===== config.mk =====
export PLATFORM = sky130hd
export DESIGN_NAME = alu_exec_sequencer
export DESIGN_NICKNAME = d
export VERILOG_FILES = /design/src/rtl/alu_exec_sequencer.sv
export SDC_FILE = /design/constraint.sdc
export NUM_CORES = 1
export LEC_CHECK = 0
export ABC_AREA = 1
export CORE_ASPECT_RATIO = 1.75
export CORE_MARGIN = 3
export CORE_UTILIZATION = 47
export CTS_CLUSTER_SIZE = 40
export DETAILED_ROUTE_END_ITERATION = 6
export GPL_TIMING_DRIVEN = 0
export PLACE_DENSITY = 0.74
export REMOVE_ABC_BUFFERS = 1
export SYNTH_ARGS = -nofsm -noshare
export SYNTH_HDL_FRONTEND = slang
export SYNTH_SLANG_ARGS = --single-unit

===== constraint.sdc =====
create_clock -name clock -period 1.8 [get_ports clock]
set_clock_uncertainty 0.15 [all_clocks]
set_input_delay 0.36 -clock clock [delete_from_list [all_inputs] [get_ports clock]]
set_output_delay 0.36 -clock clock [all_outputs]
set_load 0.05 [all_outputs]

===== src/rtl/alu_exec_sequencer.sv =====
// Multi-cycle control sequencer for the 32-bit ALU datapath.
// One instruction per start/done handshake: load Y, run the ALU (with
// programmable settle cycles for multiply/divide), capture Z, then write
// Z back to a GPR (single-result ops) or to LO/HI (mul/div).
// All outputs are registered; they are decoded from the next-state values
// so each strobe appears in the same cycle as the state it belongs to.
module alu_exec_sequencer #(
    parameter logic [3:0] MUL_WAIT = 4'd1,
    parameter logic [3:0] DIV_WAIT = 4'd4
) (
    input  logic       clock,
    input  logic       reset,
    input  logic       start,
    input  logic [4:0] op_in,
    output logic [4:0] alu_opcode,
    output logic       Yin,
    output logic       Zin,
    output logic       Zlowout,
    output logic       Zhighout,
    output logic       Rin,
    output logic       LOin,
    output logic       HIin,
    output logic       busy,
    output logic       done,
    output logic       illegal,
    output logic       halted
);

    localparam logic [4:0] OP_MUL = 5'b01110;
    localparam logic [4:0] OP_DIV = 5'b01111;

    typedef enum logic [2:0] {
        ST_IDLE,
        ST_LOAD_A,
        ST_EXEC,
        ST_WB_LO,
        ST_WB_LO2,
        ST_WB_HI,
        ST_DONE,
        ST_HALT
    } state_t;

    typedef enum logic [2:0] {
        CLS_ALU1,
        CLS_ALU2,
        CLS_NOP,
        CLS_HALT,
        CLS_ILL
    } op_class_t;

    // Opcode class decode shared by the next-state and output logic.
    function automatic op_class_t op_class(input logic [4:0] op);
        op_class_t cls;
        case (op)
            5'b00011, 5'b00100, 5'b00101, 5'b00110, 5'b00111,
            5'b01000, 5'b01001, 5'b01010, 5'b01011, 5'b01100,
            5'b01101, 5'b10000, 5'b10001: cls = CLS_ALU1;
            5'b01110, 5'b01111:           cls = CLS_ALU2;
            5'b11001:                     cls = CLS_NOP;
            5'b11010:                     cls = CLS_HALT;
            default:                      cls = CLS_ILL;
        endcase
        return cls;
    endfunction

    state_t     state_r;
    state_t     state_next_s;
    logic [4:0] op_r;
    logic [4:0] op_next_s;
    logic [3:0] cnt_r;
    logic [3:0] cnt_next_s;

    logic [4:0] alu_opcode_s;
    logic       yin_s, zin_s, zlowout_s, zhighout_s, rin_s, loin_s, hiin_s;
    logic       busy_s, done_s, illegal_s, halted_s;

    logic [4:0] alu_opcode_r;
    logic       yin_r, zin_r, zlowout_r, zhighout_r, rin_r, loin_r, hiin_r;
    logic       busy_r, done_r, illegal_r, halted_r;

    // Next-state, opcode latch and settle-counter logic.
    always_comb begin
        state_next_s = state_r;
        op_next_s    = op_r;
        cnt_next_s   = cnt_r;
        case (state_r)
            ST_IDLE: begin
                if (start) begin
                    op_next_s = op_in;
                    case (op_class(op_in))
                        CLS_ALU1, CLS_ALU2: state_next_s = ST_LOAD_A;
                        CLS_NOP:            state_next_s = ST_DONE;
                        CLS_HALT:           state_next_s = ST_HALT;
                        default:            state_next_s = ST_DONE;
                    endcase
                end else begin
                    state_next_s = ST_IDLE;
                end
            end
            ST_LOAD_A: begin
                if (op_r == OP_MUL) begin
                    cnt_next_s = MUL_WAIT;
                end else if (op_r == OP_DIV) begin
                    cnt_next_s = DIV_WAIT;
                end else begin
                    cnt_next_s = 4'd0;
                end
                state_next_s = ST_EXEC;
            end
            ST_EXEC: begin
                if (cnt_r != 4'd0) begin
                    cnt_next_s = cnt_r - 4'd1;
                end else if (op_class(op_r) == CLS_ALU2) begin
                    state_next_s = ST_WB_LO2;
                end else begin
                    state_next_s = ST_WB_LO;
                end
            end
            ST_WB_LO:  state_next_s = ST_DONE;
            ST_WB_LO2: state_next_s = ST_WB_HI;
            ST_WB_HI:  state_next_s = ST_DONE;
            ST_DONE:   state_next_s = ST_IDLE;
            ST_HALT:   state_next_s = ST_HALT;
            default:   state_next_s = ST_IDLE;
        endcase
    end

    // Output decode from the state being entered, so registered strobes line up with it.
    always_comb begin
        alu_opcode_s = 5'd0;
        yin_s        = 1'b0;
        zin_s        = 1'b0;
        zlowout_s    = 1'b0;
        zhighout_s   = 1'b0;
        rin_s        = 1'b0;
        loin_s       = 1'b0;
        hiin_s       = 1'b0;
        done_s       = 1'b0;
        illegal_s    = 1'b0;
        halted_s     = 1'b0;
        busy_s       = (state_next_s != ST_IDLE);
        case (state_next_s)
            ST_LOAD_A: begin
                alu_opcode_s = op_next_s;
                yin_s        = 1'b1;
            end
            ST_EXEC: begin
                alu_opcode_s = op_next_s;
                zin_s        = (cnt_next_s == 4'd0);
            end
            ST_WB_LO: begin
                alu_opcode_s = op_next_s;
                zlowout_s    = 1'b1;
                rin_s        = 1'b1;
            end
            ST_WB_LO2: begin
                alu_opcode_s = op_next_s;
                zlowout_s    = 1'b1;
                loin_s       = 1'b1;
            end
            ST_WB_HI: begin
                alu_opcode_s = op_next_s;
                zhighout_s   = 1'b1;
                hiin_s       = 1'b1;
            end
            ST_DONE: begin
                done_s    = 1'b1;
                illegal_s = (op_class(op_next_s) == CLS_ILL);
            end
            ST_HALT: begin
                halted_s = 1'b1;
            end
            default: begin
                alu_opcode_s = 5'd0;
            end
        endcase
    end

    // State, opcode latch and counter registers with synchronous reset.
    always_ff @(posedge clock) begin
        if (reset) begin
            state_r <= ST_IDLE;
            op_r    <= 5'd0;
            cnt_r   <= 4'd0;
        end else begin
            state_r <= state_next_s;
            op_r    <= op_next_s;
            cnt_r   <= cnt_next_s;
        end
    end

    // Registered output stage; reset forces every output low.
    always_ff @(posedge clock) begin
        if (reset) begin
            alu_opcode_r <= 5'd0;
            yin_r        <= 1'b0;
            zin_r        <= 1'b0;
            zlowout_r    <= 1'b0;
            zhighout_r   <= 1'b0;
            rin_r        <= 1'b0;
            loin_r       <= 1'b0;
            hiin_r       <= 1'b0;
            busy_r       <= 1'b0;
            done_r       <= 1'b0;
            illegal_r    <= 1'b0;
            halted_r     <= 1'b0;
        end else begin
            alu_opcode_r <= alu_opcode_s;
            yin_r        <= yin_s;
            zin_r        <= zin_s;
            zlowout_r    <= zlowout_s;
            zhighout_r   <= zhighout_s;
            rin_r        <= rin_s;
            loin_r       <= loin_s;
            hiin_r       <= hiin_s;
            busy_r       <= busy_s;
            done_r       <= done_s;
            illegal_r    <= illegal_s;
            halted_r     <= halted_s;
        end
    end

    assign alu_opcode = alu_opcode_r;
    assign Yin        = yin_r;
    assign Zin        = zin_r;
    assign Zlowout    = zlowout_r;
    assign Zhighout   = zhighout_r;
    assign Rin        = rin_r;
    assign LOin       = loin_r;
    assign HIin       = hiin_r;
    assign busy       = busy_r;
    assign done       = done_r;
    assign illegal    = illegal_r;
    assign halted     = halted_r;

endmodule


Word-level counts from Yosys, hierarchy flattened
Memory sizes are Yosys's and may differ from the RTL's. A register that Yosys moved wholly into a read port is not among the register bits.
Index checks and enable logic that the tools add are counted.
{"block": "totals", "in_bits": 8, "romBits": 288, "wordCells": 77, "reg_bits": 27, "memories": 3}
{"block": "op_classes", "n_eq_ne": 20, "mux": 24, "reduce_logical": 12, "n_bitwise": 3, "addsub": 1}
{"name": "(name not given)", "words": 32, "width": 3, "rd": 1, "rd_clocked_by_memory_dff": 0, "write_ports": 0, "line": "54", "rtl": "case (op)"}
{"name": "(name not given)", "words": 32, "width": 3, "rd": 1, "rd_clocked_by_memory_dff": 0, "write_ports": 0, "line": "54"}
{"name": "(name not given)", "words": 32, "width": 3, "rd": 1, "rd_clocked_by_memory_dff": 1, "write_ports": 0, "line": "54"}
{"op": "two-way mux 3 bit", "n": 10}
{"op": "equality test 3 bit, second input constant", "n": 9}
{"op": "one-hot mux 3 bit (7 select lines)", "n": 1}
{"op": "equality test 3 x 2 -> 1 bit, second input constant", "n": 5}
{"op": "two-way mux 5 bit", "n": 3}
{"op": "equality test 3 x 1 -> 1 bit, second input constant", "n": 4}
{"op": "OR reduction 2 bit", "n": 6}
{"op": "equality test 5 x 4 -> 1 bit, second input constant", "n": 2}
{"op": "one-hot mux 4 bit (2 select lines)", "n": 1}
{"op": "two-way mux 1 bit", "n": 7}
{"op": "logical NOT 3 bit", "n": 2}
{"op": "one-hot mux 3 bit (2 select lines)", "n": 1}
{"op": "OR reduction 5 bit", "n": 1}
{"op": "logical NOT 4 bit", "n": 1}
{"op": "two-way mux 4 bit", "n": 1}
{"op": "nonzero test 4 bit", "n": 1}
{"op": "subtractor 4 x 1 -> 4 bit, second input constant", "n": 1}
{"op": "inverter 1 bit", "n": 3}
{"op": "nonzero test 3 bit", "n": 1}

Logic depth before layout (Yosys ltp)
Gate-level depths: netlist (run 1).
An unclocked memory read counts as a cell.
{"block": "depth", "ltp_word": 12, "mapped_depth": 13}

Worst setup path before layout (run 1)
Ideal clock, no wire load.
{"block": "synth_path", "path_kind": "input-to-reg", "start": "input start", "end": "register (tool-made name)", "path_stages": 13, "required_ns": 1.534, "path_slack_ns": -0.089, "arrival_ns": 1.623, "n_path_buf": 0, "path_cell_list": "inv_1 > nor2_4 > nand2_8 > inv_6 > or2_1 > o21ai_2 > nor2_1 > inv_1 > ha_1 > o21ai_1 > nand2_1 > nand2_1 > nand2_1"}
{"element": "start, declared", "line": "13", "rtl": "input logic start,"}

Worst setup path after layout (run 1)
{"block": "layout_path", "start": "register state_r[2]", "end": "register illegal_r, in the netlist illegal"}
{"block": "layout_via", "elab_chain_len": 6}
{"element": "start, declared", "line": "66", "rtl": "state_t state_r;"}
{"element": "start signal, assigned", "line": "186", "rtl": "state_r <= state_next_s;"}
{"element": "parallel branches: the longest is 6 deep, another holds memory read (32 x 3 bit)"}
{"element": "end signal, assigned", "line": "218", "rtl": "illegal_r <= illegal_s;"}
{"element": "end, declared", "line": "79", "rtl": "logic busy_r, done_r, illegal_r, halted_r;"}
Parallel ways; which one is timed is not known. The select of a mux whose other input is x is not followed.
A chain may end at the register's enable or synchronous reset.

==> Flow_metrics.wiki, run 1 <==
{| class="wikitable"
! Metric !! Value
|-
| Vias in the first global route || 1,389
|-
| Clock power share || 17.9%
|-
| Fmax || 542 MHz
|-
| Length of the first detailed-routing pass in iterations || 4
|-
| Critical path arrival || 1870 ps
|-
| Sum of buffers and inverters on the critical path || 2
|-
| Non-filler instance count after layout || 274
|-
| CP endpoint kind || register
|-
| Skew-Pair Late Insertion Delay || 280 ps
|-
| Mapped Avg Cell Area || 7.99 µm²
|-
| Synthesized flop and latch total || 30
|-
| Int Power || 2.00 mW
|-
| Drt initial violations || 25
|-
| Critical path's slowest cell || dfxtp_4
|-
| Static leakage || 1.03 nW
|-
| DRT antenna net count || 0
|-
| Met2 wirelength from detailed routing || 2130 µm
|-
| Highest metal layer with signal wires || met4
|-
| Number of buffers on the longest clock path || 2
|-
| Failing checks || negative setup slack
|-
| Total I/O pin count || 24
|-
| Growth of design area from synthesis to finish || 41.1%
|-
| Filler Cell Count || 236
|-
| Number of I/O port buffers || 23
|-
| Sum of routed wire length over all layers || 3490 µm
|-
| Maximum number of pins on one net before global-route repair || 19
|-
| Fin. max-slew vios || 0
|-
| Number of maximum-capacitance violations || 0
|-
| Total power || 3.63 mW
|-
| Sum of overflow across all layers after global routing || 0
|-
| Delay of the slowest critical-path stage || 360 ps
|-
| Psw || 1.64 mW
|-
| Setup slack after placement || -798 ps
|-
| Sequential group share of total power || 25.8%
|-
| Final setup fails || 2
|-
| Metal1 wirelength || 1120 µm
|-
| Detailed Place HPWL || 2500 µm
|-
| Clock transition at the registers of the reported paths || 60 ps
|-
| Wire length of the first global-routing pass || 5780 µm
|-
| Worst vdd rail ir drop || 0.00109 V
|-
| Worst slew margin relative to its limit || 65.7%
|-
| Post-DR vias/cell || 5.04
|-
| H-tree lvl count || 2
|-
| Layout cell share with drive strength beyond 1 || 36.2%
|-
| Worst Max-Slew Pin Slew || 516 ps
|-
| Combined area of all synthesized cells || 1500 µm²
|-
| Most common library cell in the layout ignoring fill and taps || dfxtp_1
|-
| Final critical path time including I/O delays and setup || 1850 ps
|-
| Final WS setup || -45.5 ps
|-
| Hold Path Class || in -> reg
|-
| Routed length per placed instance || 12.7 µm
|-
| Initial antenna violation count || 0
|-
| Multi-input combinational cell area || 896 µm²
|-
| Comb power frac || 56.3%
|-
| Final weighted congestion in routability-driven placement || 0.891
|-
| Warning count from the yosys run || 0
|-
| Core box area || 2990 µm²
|-
| Required time at the endpoint of the critical path || 1830 ps
|-
| Final worst path period share || 103%
|-
| Number of distinct library cells after synthesis || 32
|-
| # clock sinks || 30
|-
| Cell occurring most often along the worst timing path || a21oi_1
|-
| Clock tree from TritonCTS || yes
|-
| Status || complete, but fails checks
|-
| Leading cell types in the layout, fill and taps excluded || dfxtp_1 (26), nand2_1 (24), inv_1 (22), nor2_1 (22), dlygate4sd2_1 (18)
|-
| Critical-path maximum fanout || 8
|-
| Final-layout worst hold slack || 264 ps
|-
| Post-synthesis sequential area ratio || 40.0%
|-
| Full die area || 3940 µm²
|-
| Chip height || 80.8 µm
|-
| Unrepaired setup endpoints after global routing || yes
|-
| Clock Tree Root || clkbuf_8
|-
| Worst setup path class || reg -> reg
|-
| Startpoint type of the worst setup path || register
|-
| Post-layout nets || 246
|-
| Power per standard cell area || 1710 nW/µm²
|-
| Number of CTS-inserted buffers || 5
|-
| FF+latch area || 613 µm²
|-
| Placed Cells incl. Taps || 250
|-
| DRC violation count after routing || 0
|-
| Switching share of power || 45.1%
|-
| Number of cell rows || 26
|-
| DR vias || 1,380
|-
| All-Layer GR Usage || 19.1%
|-
| Largest delay contributor family on the critical path || simple AND/OR/NAND/NOR gates
|-
| Routed met3 length || 113 µm
|-
| Gate count of the mapped netlist || 188
|-
| Count of inserted antenna diode cells || 0
|-
| Final hold viol count || 0
|-
| Die X-Extent || 48.7 µm
|-
| Effective utilization at floorplan || 50.2%
|-
| Crit path cell chain || nor2_4, nand2_8, inv_6, or2_4, o21ai_4, buf_12, ha_4, nand3b_1, a21oi_1, a21oi_1, nor2_1
|}
-- path summary, 6_finish.rpt --
path / end / cells after the start / from / slack [ps]
worst min-delay path: op_r[0] / 3 / op_in[0] / 260
worst max register to register: illegal / 11 / state_r[2] / -50
worst max-delay path: illegal / 11 / state_r[2] / -50
worst min register to register: cnt_r[1] / 2 / cnt_r[1] / 360
-- cell type report --
| type | count | share of cell area (%) |
|---|---|---|
| clock buffer | 5 | 3.24 |
| timing repair buffer | 39 | 15.7 |
| inverter | 30 | 5.55 |
| tap | 42 | 2.48 |
| multi-input combinational | 125 | 42.2 |
| sequential | 30 | 28.9 |
| clock inverter | 3 | 1.89 |
-- worst register-to-register path, stage by stage, from the launching register on --
cell and delay, ps:
dfxtp_4 360, nor2_4 170, nand2_8 110, inv_6 70
or2_4 110, o21ai_4 80, buf_12 140, ha_4 220
nand3b_1 80, a21oi_1 70, a21oi_1 140, nor2_1 50
-- metal layers --
metal	GRT usage, %	up-vias
li1	-	687
met1	15.3	639
met2	41.4	37
met3	5.32	17
met4	7.41	0
met5	0	-
-- metrics by stage --
step	setup TNS, ps	util, %	area, µm²
2_1_floorplan	-89.2	-	1480
3_3_place_gp	-9220	58.9	1760
3_5_place_dp	-10610	58.9	1760
6_report	-73.5	70.9	2120
4_1_cts	-111	67.9	2030
5_1_grt	-261	70.9	2120
-- cell usage after synthesis, drive strengths merged --
master	count	share of area (%)
or2	1	0.42
a21o	1	0.50
nand4	3	1.2
nand3	17	8.0
o22ai	2	0.83
nand3b	1	0.50
xor2	1	0.58
ha	7	5.8
dfxtp	30	40
xnor2	1	0.58
o221ai	1	0.58
a31oi	1	0.42
buf	2	1.2
nor3	5	2.3
a21oi	5	1.7
inv	30	7.8
nor2	35	12
nand2	32	9.7
clkbuf	1	0.25
o21ai	12	5.7
-- kinds of logic (layout without fill, tap and decap cells) --
kind of cell,after synthesis,in the layout,synth area share [%]
adder cells (fa/ha/maj),7,7,5.83
XOR/XNOR,2,2,1.17
AO/OA/AOI/OAI,22,22,9.74
buffers and inverters,33,77,9.33
flip-flops,30,30,40.0
AND/OR/NAND/NOR,94,94,34.0
-- sequential cells by signal (all words and copies together), names as in the netlist, named ones only --
name and cells:
Yin 1, Rin 1, halted 1, illegal 1, LOin 1, Zin 1
op_r 5, cnt_r 4, alu_opcode 5, state_r 3, Zlowout 1, done 1
HIin 1, busy 1
-- power by group through the flow --
stage / Sequential, mW / Clock [mW] / Combinational, mW
floorplan: 1.29 / 0 / 0.823
global placement: 0.938 / 0 / 1.55
detailed placement: 0.945 / 0 / 1.60
CTS: 0.931 / 0.663 / 1.89
global route: 0.954 / 0.687 / 2.21
finish: 0.937 / 0.650 / 2.05
-- timing repair --
item	4_1_cts	5_1_grt
setup buffers	12	4
endpoints found under the setup margin	33	15
gates resized for setup	49	22
hold buffers	0	0
pin swaps	14	11
Note: power is estimated with default switching activity, not from simulation.
==> run 2, diff against run 1 <==
- HOLD_SLACK_MARGIN: default -> 0.05
- SLEW_MARGIN: default -> 30
==> results of run 2 <==
Same layout as run 1: the final DEF is identical, and so are final timing and power.
==> run 3, diff against run 2 <==
- GPL_TIMING_DRIVEN: 0 -> default
==> Flow_metrics.wiki, run 3 (same netlist as run 1, synthesis figures left out) <==
{| class="wikitable"
! Metric !! Value
|-
| Final hold viol count || 0
|-
| Non-filler instance count after layout || 294
|-
| # clock sinks || 30
|-
| Final weighted congestion in routability-driven placement || 0.863
|-
| Number of CTS-inserted buffers || 5
|-
| Worst setup path startpoint || state_r[2]
|-
| Final-layout worst hold slack || 375 ps
|-
| Worst Max-Slew Pin Slew || 331 ps
|-
| Number of buffers on the longest clock path || 2
|-
| Final setup fails || 0
|-
| Sum of buffers and inverters on the critical path || 2
|-
| Most common library cell in the layout ignoring fill and taps || buf_4
|-
| Layout cell share with drive strength beyond 1 || 48.8%
|-
| R2R Setup Slk || 10 ps
|-
| Global-route track usage on met2 || 46.2%
|-
| Effective utilization at floorplan || 50.2%
|-
| Filler Cell Count || 226
|-
| Final core utilization || 75.2%
|-
| Leading cell types in the layout, fill and taps excluded || buf_4 (50), dfxtp_1 (26), nand2_1 (23)
|-
| Crit path cell chain || nor2_4, nand2_8, buf_6, o21ai_4, buf_6, ha_4, nand3b_1, a21oi_2, a21oi_2, nor2_1
|-
| Clock transition at the registers of the reported paths || 60 ps
|-
| Multi-input combinational cell area || 916 µm²
|-
| Met1 Resource Use GR || 18.6%
|-
| FF+latch area || 606 µm²
|-
| Final worst path period share || 99.5%
|-
| Delay of the slowest critical-path stage || 330 ps
|-
| Largest delay contributor family on the critical path || simple AND/OR/NAND/NOR gates
|-
| Growth of design area from synthesis to finish || 49.7%
|-
| Clock tree from TritonCTS || yes
|-
| Required time at the endpoint of the critical path || 1820 ps
|-
| Static leakage || 1.08 nW
|-
| Power per standard cell area || 1660 nW/µm²
|-
| Clock Tree Root || clkbuf_8
|-
| Post-route setup TNS || 0 ps
|-
| Number of maximum-capacitance violations || 0
|-
| Sum of overflow across all layers after global routing || 0
|-
| Vias in the first global route || 1,546
|-
| Core box area || 2990 µm²
|-
| Drt initial violations || 34
|-
| Placed Cells incl. Taps || 281
|-
| Worst hold path depth || 2
|-
| Hold_sp || cnt_r[1]
|-
| Depth of the worst register-to-register path || 10
|-
| Number of cell rows || 26
|-
| Worst vdd rail ir drop || 0.00112 V
|-
| Total I/O pin count || 24
|-
| Fin. max-slew vios || 0
|-
| Hold Path Class || reg -> reg
|-
| Startpoint type of the worst setup path || register
|-
| Number of I/O port buffers || 23
|-
| Post-DR vias/cell || 4.91
|-
| Met3 GRT Util || 4.77%
|-
| Detailed Place HPWL || 2910 µm
|-
| Skew-Pair Late Insertion Delay || 280 ps
|-
| Final critical path time including I/O delays and setup || 1790 ps
|-
| Fmax || 559 MHz
|-
| Chip height || 80.8 µm
|-
| Wire length of the first global-routing pass || 6560 µm
|-
| DRT antenna net count || 0
|-
| Critical path's slowest cell || dfxtp_2
|-
| Critical-path maximum fanout || 5
|-
| Unrepaired setup endpoints after global routing || yes
|-
| Die X-Extent || 48.7 µm
|-
| Count of inserted antenna diode cells || 0
|-
| Routed length per placed instance || 13.3 µm
|-
| FF-to-FF Start || state_r[2]
|-
| H-tree lvl count || 2
|-
| Initial antenna violation count || 0
|-
| Length of the first detailed-routing pass in iterations || 4
|-
| Maximum number of pins on one net before global-route repair || 12
|-
| DRC violation count after routing || 0
|-
| Routing layer with the top usage in global route || met2
|-
| Critical path arrival || 1810 ps
|-
| Full die area || 3940 µm²
|-
| Endpoint of the worst hold path || cnt_r[1]
|-
| All-Layer GR Usage || 22.0%
|-
| Worst slew margin relative to its limit || 77.9%
|-
| Status || complete, no violations
|-
| Critical R2R Capture || illegal
|-
| Sum of routed wire length over all layers || 3910 µm
|-
| DR vias || 1,445
|-
| Worst setup path class || reg -> reg
|-
| CP endpoint kind || register
|-
| Post-layout nets || 266
|}
[run 3: where the power goes]
group	total (mW)	internal [mW]	switching (mW)
clock	0.549	0.308	0.241
sequential	0.916	0.842	0.0746
combinational	2.28	0.917	1.36
total	3.75	2.07	1.68
[run 3: stage by stage]
step / cell area, µm² / worst slack (ps) / power, mW
6_report: 2250 / 9.68 / 3.75
5_1_grt: 2250 / -70.2 / 3.98
4_1_cts: 2140 / 4.55 / 3.59
3_5_place_dp: 1960 / -566 / 2.87
3_3_place_gp: 1960 / -519 / 2.81
2_1_floorplan: 1480 / -89.2 / 2.11
[run 3: repair_timing]
action / in CTS / in global routing
resized for setup: 21 / 30
hold buffers: 0 / 0
setup buffers: 3 / 2
setup endpoints to repair: 17 / 16
pin swaps: 16 / 12
[run 3: worst max path at each step]
stage                    end  slack [ps]  cells after the start
2_1_floorplan       register         -90                     13
3_3_place_gp        register        -520                     14
3_5_place_dp   alu_opcode[3]        -570                     11
4_1_cts              illegal           5                     10
5_1_grt              illegal         -70                     10
6_report             illegal          10                     10
[run 3: final cells by class]
cell class	instances	area share (%)
tap	42	2.34
inverter	30	5.23
timing repair buffer	59	20.7
clock buffer	7	3.84
sequential	30	26.9
multi-input combinational	125	40.7
clock inverter	1	0.222
[run 3: metal layers]
metal	wire length, µm	part of all wire [%]
met5	0	0
met4	142	3.6
met3	139	3.6
met2	2430	62
met1	1190	31
[run 3: worst register-to-register path, stage by stage (launching register included)]
cell,delay (ps)
dfxtp_2,330
nor2_4,170
nand2_8,90
buf_6,130
o21ai_4,170
buf_6,140
ha_4,190
nand3b_1,90
a21oi_2,60
a21oi_2,110
nor2_1,50
